<file path="config.mk">
export PLATFORM = sky130hd
export DESIGN_NAME = score_display
export DESIGN_NICKNAME = d
export VERILOG_FILES = /design/src/rtl/score_display_pkg.sv /design/src/rtl/score_display_bin2bcd_step.sv /design/src/rtl/score_display.sv
export SDC_FILE = /design/constraint.sdc
export NUM_CORES = 1
export LEC_CHECK = 0
export CAP_MARGIN = 10
export CELL_PAD_IN_SITES_DETAIL_PLACEMENT = 0
export CELL_PAD_IN_SITES_GLOBAL_PLACEMENT = 2
export CORE_UTILIZATION = 35
export CTS_CLUSTER_DIAMETER = 120
export DETAILED_ROUTE_END_ITERATION = 6
export PLACE_DENSITY_LB_ADDON = 0.1
export SYNTH_ARGS = -nofsm -noshare
export SYNTH_HDL_FRONTEND = slang
export SYNTH_HIERARCHICAL = 1
export SYNTH_SLANG_ARGS = --single-unit
</file>
<file path="constraint.sdc">
create_clock -name clk -period 4.5 [get_ports clk]
set_input_delay 0.9 -clock clk [delete_from_list [all_inputs] [get_ports clk]]
set_output_delay 0.9 -clock clk [all_outputs]
set_load 0.02 [all_outputs]
</file>
<file path="src/rtl/score_display_pkg.sv">
// Shared encodings for score_display: FSM states, 7-segment patterns (active-low, gfedcba)
// and the BCD-to-segment decoder.
package score_display_pkg;

  localparam logic [1:0] IDLE   = 2'd0;
  localparam logic [1:0] CONV   = 2'd1;
  localparam logic [1:0] UPDATE = 2'd2;

  localparam logic [6:0] SEG_BLANK = 7'b1111111;
  localparam logic [6:0] SEG_0     = 7'b1000000;
  localparam logic [6:0] SEG_1     = 7'b1111001;
  localparam logic [6:0] SEG_2     = 7'b0100100;
  localparam logic [6:0] SEG_3     = 7'b0110000;
  localparam logic [6:0] SEG_4     = 7'b0011001;
  localparam logic [6:0] SEG_5     = 7'b0010010;
  localparam logic [6:0] SEG_6     = 7'b0000010;
  localparam logic [6:0] SEG_7     = 7'b1111000;
  localparam logic [6:0] SEG_8     = 7'b0000000;
  localparam logic [6:0] SEG_9     = 7'b0010000;

  function automatic logic [6:0] seg_decode(input logic [3:0] nibble);
    case (nibble)
      4'd0:    return SEG_0;
      4'd1:    return SEG_1;
      4'd2:    return SEG_2;
      4'd3:    return SEG_3;
      4'd4:    return SEG_4;
      4'd5:    return SEG_5;
      4'd6:    return SEG_6;
      4'd7:    return SEG_7;
      4'd8:    return SEG_8;
      4'd9:    return SEG_9;
      default: return SEG_BLANK;
    endcase
  endfunction

endpackage

</file>
<file path="src/rtl/score_display_bin2bcd_step.sv">
// One double-dabble iteration on {bcd[11:0], bin[WIDTH-1:0]}: add 3 to every BCD nibble
// that is >= 5, then shift the whole vector left by one.
module bin2bcd_step #(
  parameter int WIDTH = 7
) (
  input  logic [WIDTH+11:0] din,
  output logic [WIDTH+11:0] dout
);

  logic [WIDTH+11:0] adj;

  always_comb begin
    adj = din;
    for (int d = 0; d < 3; d++) begin
      if (adj[WIDTH+4*d +: 4] >= 4'd5)
        adj[WIDTH+4*d +: 4] = adj[WIDTH+4*d +: 4] + 4'd3;
    end
    dout = {adj[WIDTH+10:0], 1'b0};
  end

endmodule

</file>
<file path="src/rtl/score_display.sv">
// Two-team score to six 7-segment digits via sequential double-dabble, started on change.
// Optional leading-zero blanking: define LEADING_ZERO_BLANK_EN.
module score_display
  import score_display_pkg::*;
#(
  parameter int WIDTH      = 7,
  parameter int ACTIVE_LOW = 1
) (
  input  logic             clk,
  input  logic             rst,
  input  logic [WIDTH-1:0] home,
  input  logic [WIDTH-1:0] away,
  output logic [6:0]       hex5,
  output logic [6:0]       hex4,
  output logic [6:0]       hex3,
  output logic [6:0]       hex2,
  output logic [6:0]       hex1,
  output logic [6:0]       hex0,
  output logic             busy,
  output logic             upd
);

  localparam int         BW   = WIDTH + 12;
  localparam logic [2:0] LAST = 3'(WIDTH - 1);

`ifdef LEADING_ZERO_BLANK_EN
  localparam bit BLANK_EN = 1'b1;
`else
  localparam bit BLANK_EN = 1'b0;
`endif

  localparam logic [6:0] RST_LEAD_RAW = BLANK_EN ? SEG_BLANK : SEG_0;
  localparam logic [6:0] RST_LEAD     = (ACTIVE_LOW != 0) ? RST_LEAD_RAW : ~RST_LEAD_RAW;
  localparam logic [6:0] RST_UNIT     = (ACTIVE_LOW != 0) ? SEG_0 : ~SEG_0;

  function automatic logic [6:0] drive(input logic [6:0] seg);
    return (ACTIVE_LOW != 0) ? seg : ~seg;
  endfunction

  // zero_above: every more-significant digit is zero, so this one may be blanked
  function automatic logic [6:0] digit(input logic [3:0] d, input logic zero_above);
    return drive((BLANK_EN && zero_above && d == 4'd0) ? SEG_BLANK : seg_decode(d));
  endfunction

  logic [1:0]       state;
  logic [2:0]       cnt;
  logic [WIDTH-1:0] snap_h, snap_a;
  logic [BW-1:0]    sr_h, sr_a, nx_h, nx_a;

  bin2bcd_step #(.WIDTH(WIDTH)) u_step_h (.din(sr_h), .dout(nx_h));
  bin2bcd_step #(.WIDTH(WIDTH)) u_step_a (.din(sr_a), .dout(nx_a));

  logic [3:0] h_hun, h_ten, h_one, a_hun, a_ten, a_one;
  assign h_hun = sr_h[BW-1 -: 4];
  assign h_ten = sr_h[BW-5 -: 4];
  assign h_one = sr_h[BW-9 -: 4];
  assign a_hun = sr_a[BW-1 -: 4];
  assign a_ten = sr_a[BW-5 -: 4];
  assign a_one = sr_a[BW-9 -: 4];

  assign busy = (state == CONV) || (state == UPDATE);

  always_ff @(posedge clk or posedge rst) begin
    if (rst) begin
      state  <= IDLE;
      cnt    <= 3'd0;
      snap_h <= '0;
      snap_a <= '0;
      sr_h   <= '0;
      sr_a   <= '0;
      upd    <= 1'b0;
      hex5   <= RST_LEAD;
      hex4   <= RST_LEAD;
      hex3   <= RST_UNIT;
      hex2   <= RST_LEAD;
      hex1   <= RST_LEAD;
      hex0   <= RST_UNIT;
    end else begin
      upd <= 1'b0;
      case (state)
        IDLE: begin
          if ({home, away} != {snap_h, snap_a}) begin
            snap_h <= home;
            snap_a <= away;
            sr_h   <= {{12{1'b0}}, home};
            sr_a   <= {{12{1'b0}}, away};
            cnt    <= 3'd0;
            state  <= CONV;
          end
        end
        CONV: begin
          sr_h <= nx_h;
          sr_a <= nx_a;
          cnt  <= cnt + 3'd1;
          if (cnt == LAST) state <= UPDATE;
        end
        UPDATE: begin
          hex5  <= digit(h_hun, 1'b1);
          hex4  <= digit(h_ten, h_hun == 4'd0);
          hex3  <= digit(h_one, 1'b0);
          hex2  <= digit(a_hun, 1'b1);
          hex1  <= digit(a_ten, a_hun == 4'd0);
          hex0  <= digit(a_one, 1'b0);
          upd   <= 1'b1;
          state <= IDLE;
        end
        default: state <= IDLE;
      endcase
    end
  end

endmodule

</file>
==> qor.csv <==
stage;metric;value;unit
outcome;status;completed;
synthesis;Avg Inst Size Synth;10.5;sq um
clock_tree;CTS sink cnt;100;
synthesis;Seq cells post-synth;100;
synthesis;Post-Synthesis Net Count;633;
sta;relative slew slack;51.6;%
setup_path;critical path class;input port to flip-flop;
power_and_ir_drop;Sw Ratio;39.5;%
clock_tree;total CTS buffers;9;
synthesis;dominant synthesized flop cell;dfrtp_1;
setup_path;WP data required;4.74;ns
sta;final hold violation count;0;
route;initial drt markers;212;
setup_path;Worst Path Max Fanout;25;
synthesis;number of flops mapped to enable cells by yosys;0;
layout;Seq. cell area;2510;sq um
setup_path;Reg2Reg Setup Slack;1.73;ns
route;WL per Instance;14.7;microns
setup_path;WP data arrival;3.36;ns
placed_design;Detail Placement HPWL;8050;microns
floorplanning;Initial Util;35.9;%
floorplanning;I/O pin total;60;
sta;Max Clock Skew;0.00814;ns
route;Vias;4096;
sta;Slew Limit Fails;0;
grt;largest net degree at the start of global routing;56;
layout;Non-Filler Instances;827;
layout;Layout area overhead;16.6;%
placed_design;dpl cells;811;
setup_path;beginning of the critical path;away[4];
power_and_ir_drop;NetSw;2.05;mW
floorplanning;die extent in y;133;microns
sta;Min Hold Slack;0.470;ns
sta;Setup-failing EPs final;0;
grt;GRT Total Usage;14.9;%
synthesis;sequential area share after synthesis;42.0;%
power_and_ir_drop;power per cell area;744;nW/um^2
clock_tree;Post-CTS Setup Inserts;0;
grt;first-pass GRT wire length;20900;microns
setup_path;crit end category;flip-flop;
synthesis;library cells used by synthesis;47;
sta;Tmin final;3.12;ns
grt;vias in the first global route;4068;
synthesis;Synth area leader;dfrtp_1;
synthesis;cell count after synthesis;570;
setup_path;crit-path cells;clkdlybuf4s50_1, xnor2_1, nand4_1, nor4_4, o21bai_4, buf_4, mux2_4;
synthesis;leading post-synthesis cells by cell area;dfrtp_1 39%, ha_1 9.8%, mux2_2 8.1%, a22o_1 3.7%, inv_1 3.5%;
setup_path;CP max-delay cell;clkdlybuf4s50_1;
layout;Nets;665;
clock_tree;root buffer cell;clkbuf_16;
run;max-cap violations;0;
setup_path;reg2reg start;state[0];
clock_tree;TritonCTS clock tree;built;
clock_tree;H-Tree Depth;3;
sta;fin crit share;69.2;%
setup_path;Worst Setup Start Kind;input port;
power_and_ir_drop;cell-internal power;3.13;mW
grt;initial antenna violation count;0;
synthesis;post-synthesis cell area;5970;sq um
route;DR vias/cell;4.95;
setup_path;largest stage delay on the critical path;0.52;ns
route;DRT antenna net count;0;
sta;worst-margin pin slew;0.724;ns
clock_tree;cts hold-fix bufs;0;
sta;RSZ-0062 raised after global routing;no;
placed_design;Buffers on Ports;59;
power_and_ir_drop;Leak;3.09;nW
power_and_ir_drop;clock share of power;16.6;%
worst_hold_path;hold path startpoint;hex5[6];
clock_tree;clk_lat worst skew;0.35;ns
floorplanning;die area;17600;sq um
worst_hold_path;Worst Hold Class;flip-flop to flip-flop;
synthesis;synth warn;6;
route;Remaining DRCs;0;
power_and_ir_drop;Comb power frac;49.0;%
route;drt first pass iters;5;
synthesis;most instantiated cells after synthesis;94 x dfrtp_1, 56 x inv_1, 47 x ha_1;
synthesis;fraction of registers with async set/reset;100;%
floorplanning;die span in x;133;microns
route;DRT Wirelength;12100;microns
synthesis;count leader, synth;dfrtp_1;
clock_tree;Clock transition at path regs;0.07;ns
grt;total gr overflow;0;
layout;Filler cells;1599;
placed_design;GPL Wtd Cong;0.781;
sta;Max Freq;321;MHz
power_and_ir_drop;sequential share of power;34.3;%
layout;share of layout cells above drive strength 1;14.8;%
floorplanning;row count;47;
layout;area of the multi-input gates;2990;sq um
clock_tree;Clock Tree Buf Depth;2;
power_and_ir_drop;Peak supply drop;0.000233;V
floorplanning;core box area;16600;sq um
clock_tree;post-cts resize count;0;
layout;antenna fix cells;0;
sta;setup TNS;0;ns
synthesis;share of the synthesized area in the top cell type;39.4;%
-- layout make-up --
type | instances | area share (%)
Timing Repair Buffer | 64 | 9.20
Multi-Input combinational cell | 370 | 43.0
Clock inverter | 5 | 1.20
Clock buffer | 11 | 3.49
Tap cell | 220 | 3.95
Inverter | 57 | 3.11
Sequential cell | 100 | 36.0
-- stage by stage --
step | util [%] | total power, mW | area [sq um] | setup slack [ns]
final | 41.8 | 5.18 | 6960 | 1.38
after CTS | 41.8 | 5.26 | 6960 | 1.35
after detailed placement | 39.9 | 4.37 | 6640 | 0.972
after global routing | 41.8 | 5.61 | 6960 | 1.25
after floorplan | - | 3.72 | 5970 | 0.991
after global placement | 39.9 | 4.34 | 6640 | 1.05
-- logic make-up after synthesis --
| family | count (synthesis) | share of synthesized area (%) |
|---|---|---|
| AOI/OAI and AO/OA | 136 | 15.9 |
| DFF | 100 | 42.0 |
| buffers and inverters | 100 | 7.92 |
| and+or+nand+nor | 94 | 7.58 |
| muxes | 71 | 13.7 |
| adders and majority gates | 47 | 9.85 |
| xor gates and xnor gates | 20 | 2.93 |
| other | 2 | 0.126 |
-- power groups by stage --
stage	clock network [mW]	logic (mW)	registers, mW
3_3_place_gp	0	2.54	1.80
6_report	0.861	2.54	1.78
3_5_place_dp	0	2.57	1.80
2_1_floorplan	0	1.88	1.83
4_1_cts	0.892	2.58	1.79
5_1_grt	0.930	2.82	1.86
-- layout by cell type (no fill, tap or decap), types with 2 or more instances in the layout --
| cell | Yosys | routed |
|---|---|---|
| nand2_1 | 37 | 37 |
| conb_1 | 2 | 2 |
| a21oi_2 | 6 | 6 |
| mux2_2 | 43 | 43 |
| a221oi_1 | 2 | 2 |
| a211o_1 | 2 | 2 |
| clkinvlp_4 | 0 | 2 |
| a21o_1 | 7 | 7 |
| o311ai_0 | 2 | 2 |
| a21oi_1 | 24 | 24 |
| o211ai_1 | 6 | 6 |
| nand4_1 | 3 | 3 |
| dfstp_2 | 6 | 6 |
| inv_1 | 56 | 55 |
| mux2_4 | 10 | 10 |
| nor2_1 | 20 | 20 |
| o21ai_0 | 33 | 33 |
| ha_1 | 47 | 46 |
| o221ai_1 | 4 | 4 |
| o21ai_1 | 4 | 4 |
| mux2_1 | 3 | 3 |
| a211oi_1 | 7 | 7 |
| nand3_1 | 7 | 7 |
| nand2b_1 | 16 | 16 |
| nor2b_1 | 6 | 5 |
| dfrtp_1 | 94 | 94 |
| mux2i_1 | 15 | 15 |
| a22o_1 | 25 | 25 |
| bufinv_16 | 0 | 2 |
| buf_4 | 18 | 4 |
| xnor2_1 | 20 | 20 |
| a221o_1 | 4 | 4 |
| clkdlybuf4s50_1 | 0 | 59 |
| o2bb2ai_1 | 5 | 5 |
| clkbuf_16 | 0 | 9 |
-- flip-flops by register name (all words and copies together) (netlist names), 7 cells and up --
signal	count
hex0	7
hex1	7
hex2	7
hex3	7
hex4	7
hex5	7
snap_a	7
snap_h	7
sr_a	19
sr_h	19
-- worst paths after layout --
check                      endpoint  cells past startpoint
setup / recovery            sr_a[3]                      7
hold / removal              hex5[6]                      2
setup reg to reg            sr_a[3]                      7
hold reg to reg             hex5[6]                      2
max in group asynchronous   hex5[6]                      3
min in group asynchronous   hex2[4]                      2
-- worst max-delay path, delay by kind of cell --
family                 cells  cell delay [ns]
buffers and inverters      2             0.90
AND/OR/NAND/NOR            2             0.67
AO/OA/AOI/OAI              1             0.41
multiplexers               1             0.32
XOR/XNOR                   1             0.14
-- per-layer routing --
layer | track usage [%] | share of wire, % | vias up
met5 | 0 | 0 | -
met4 | 6.13 | 1.7 | 0
met3 | 2.49 | 2.7 | 13
met2 | 24.2 | 47 | 59
met1 | 19.5 | 49 | 2005
li1 | - | - | 2019
(Power assumes the default switching activity.)
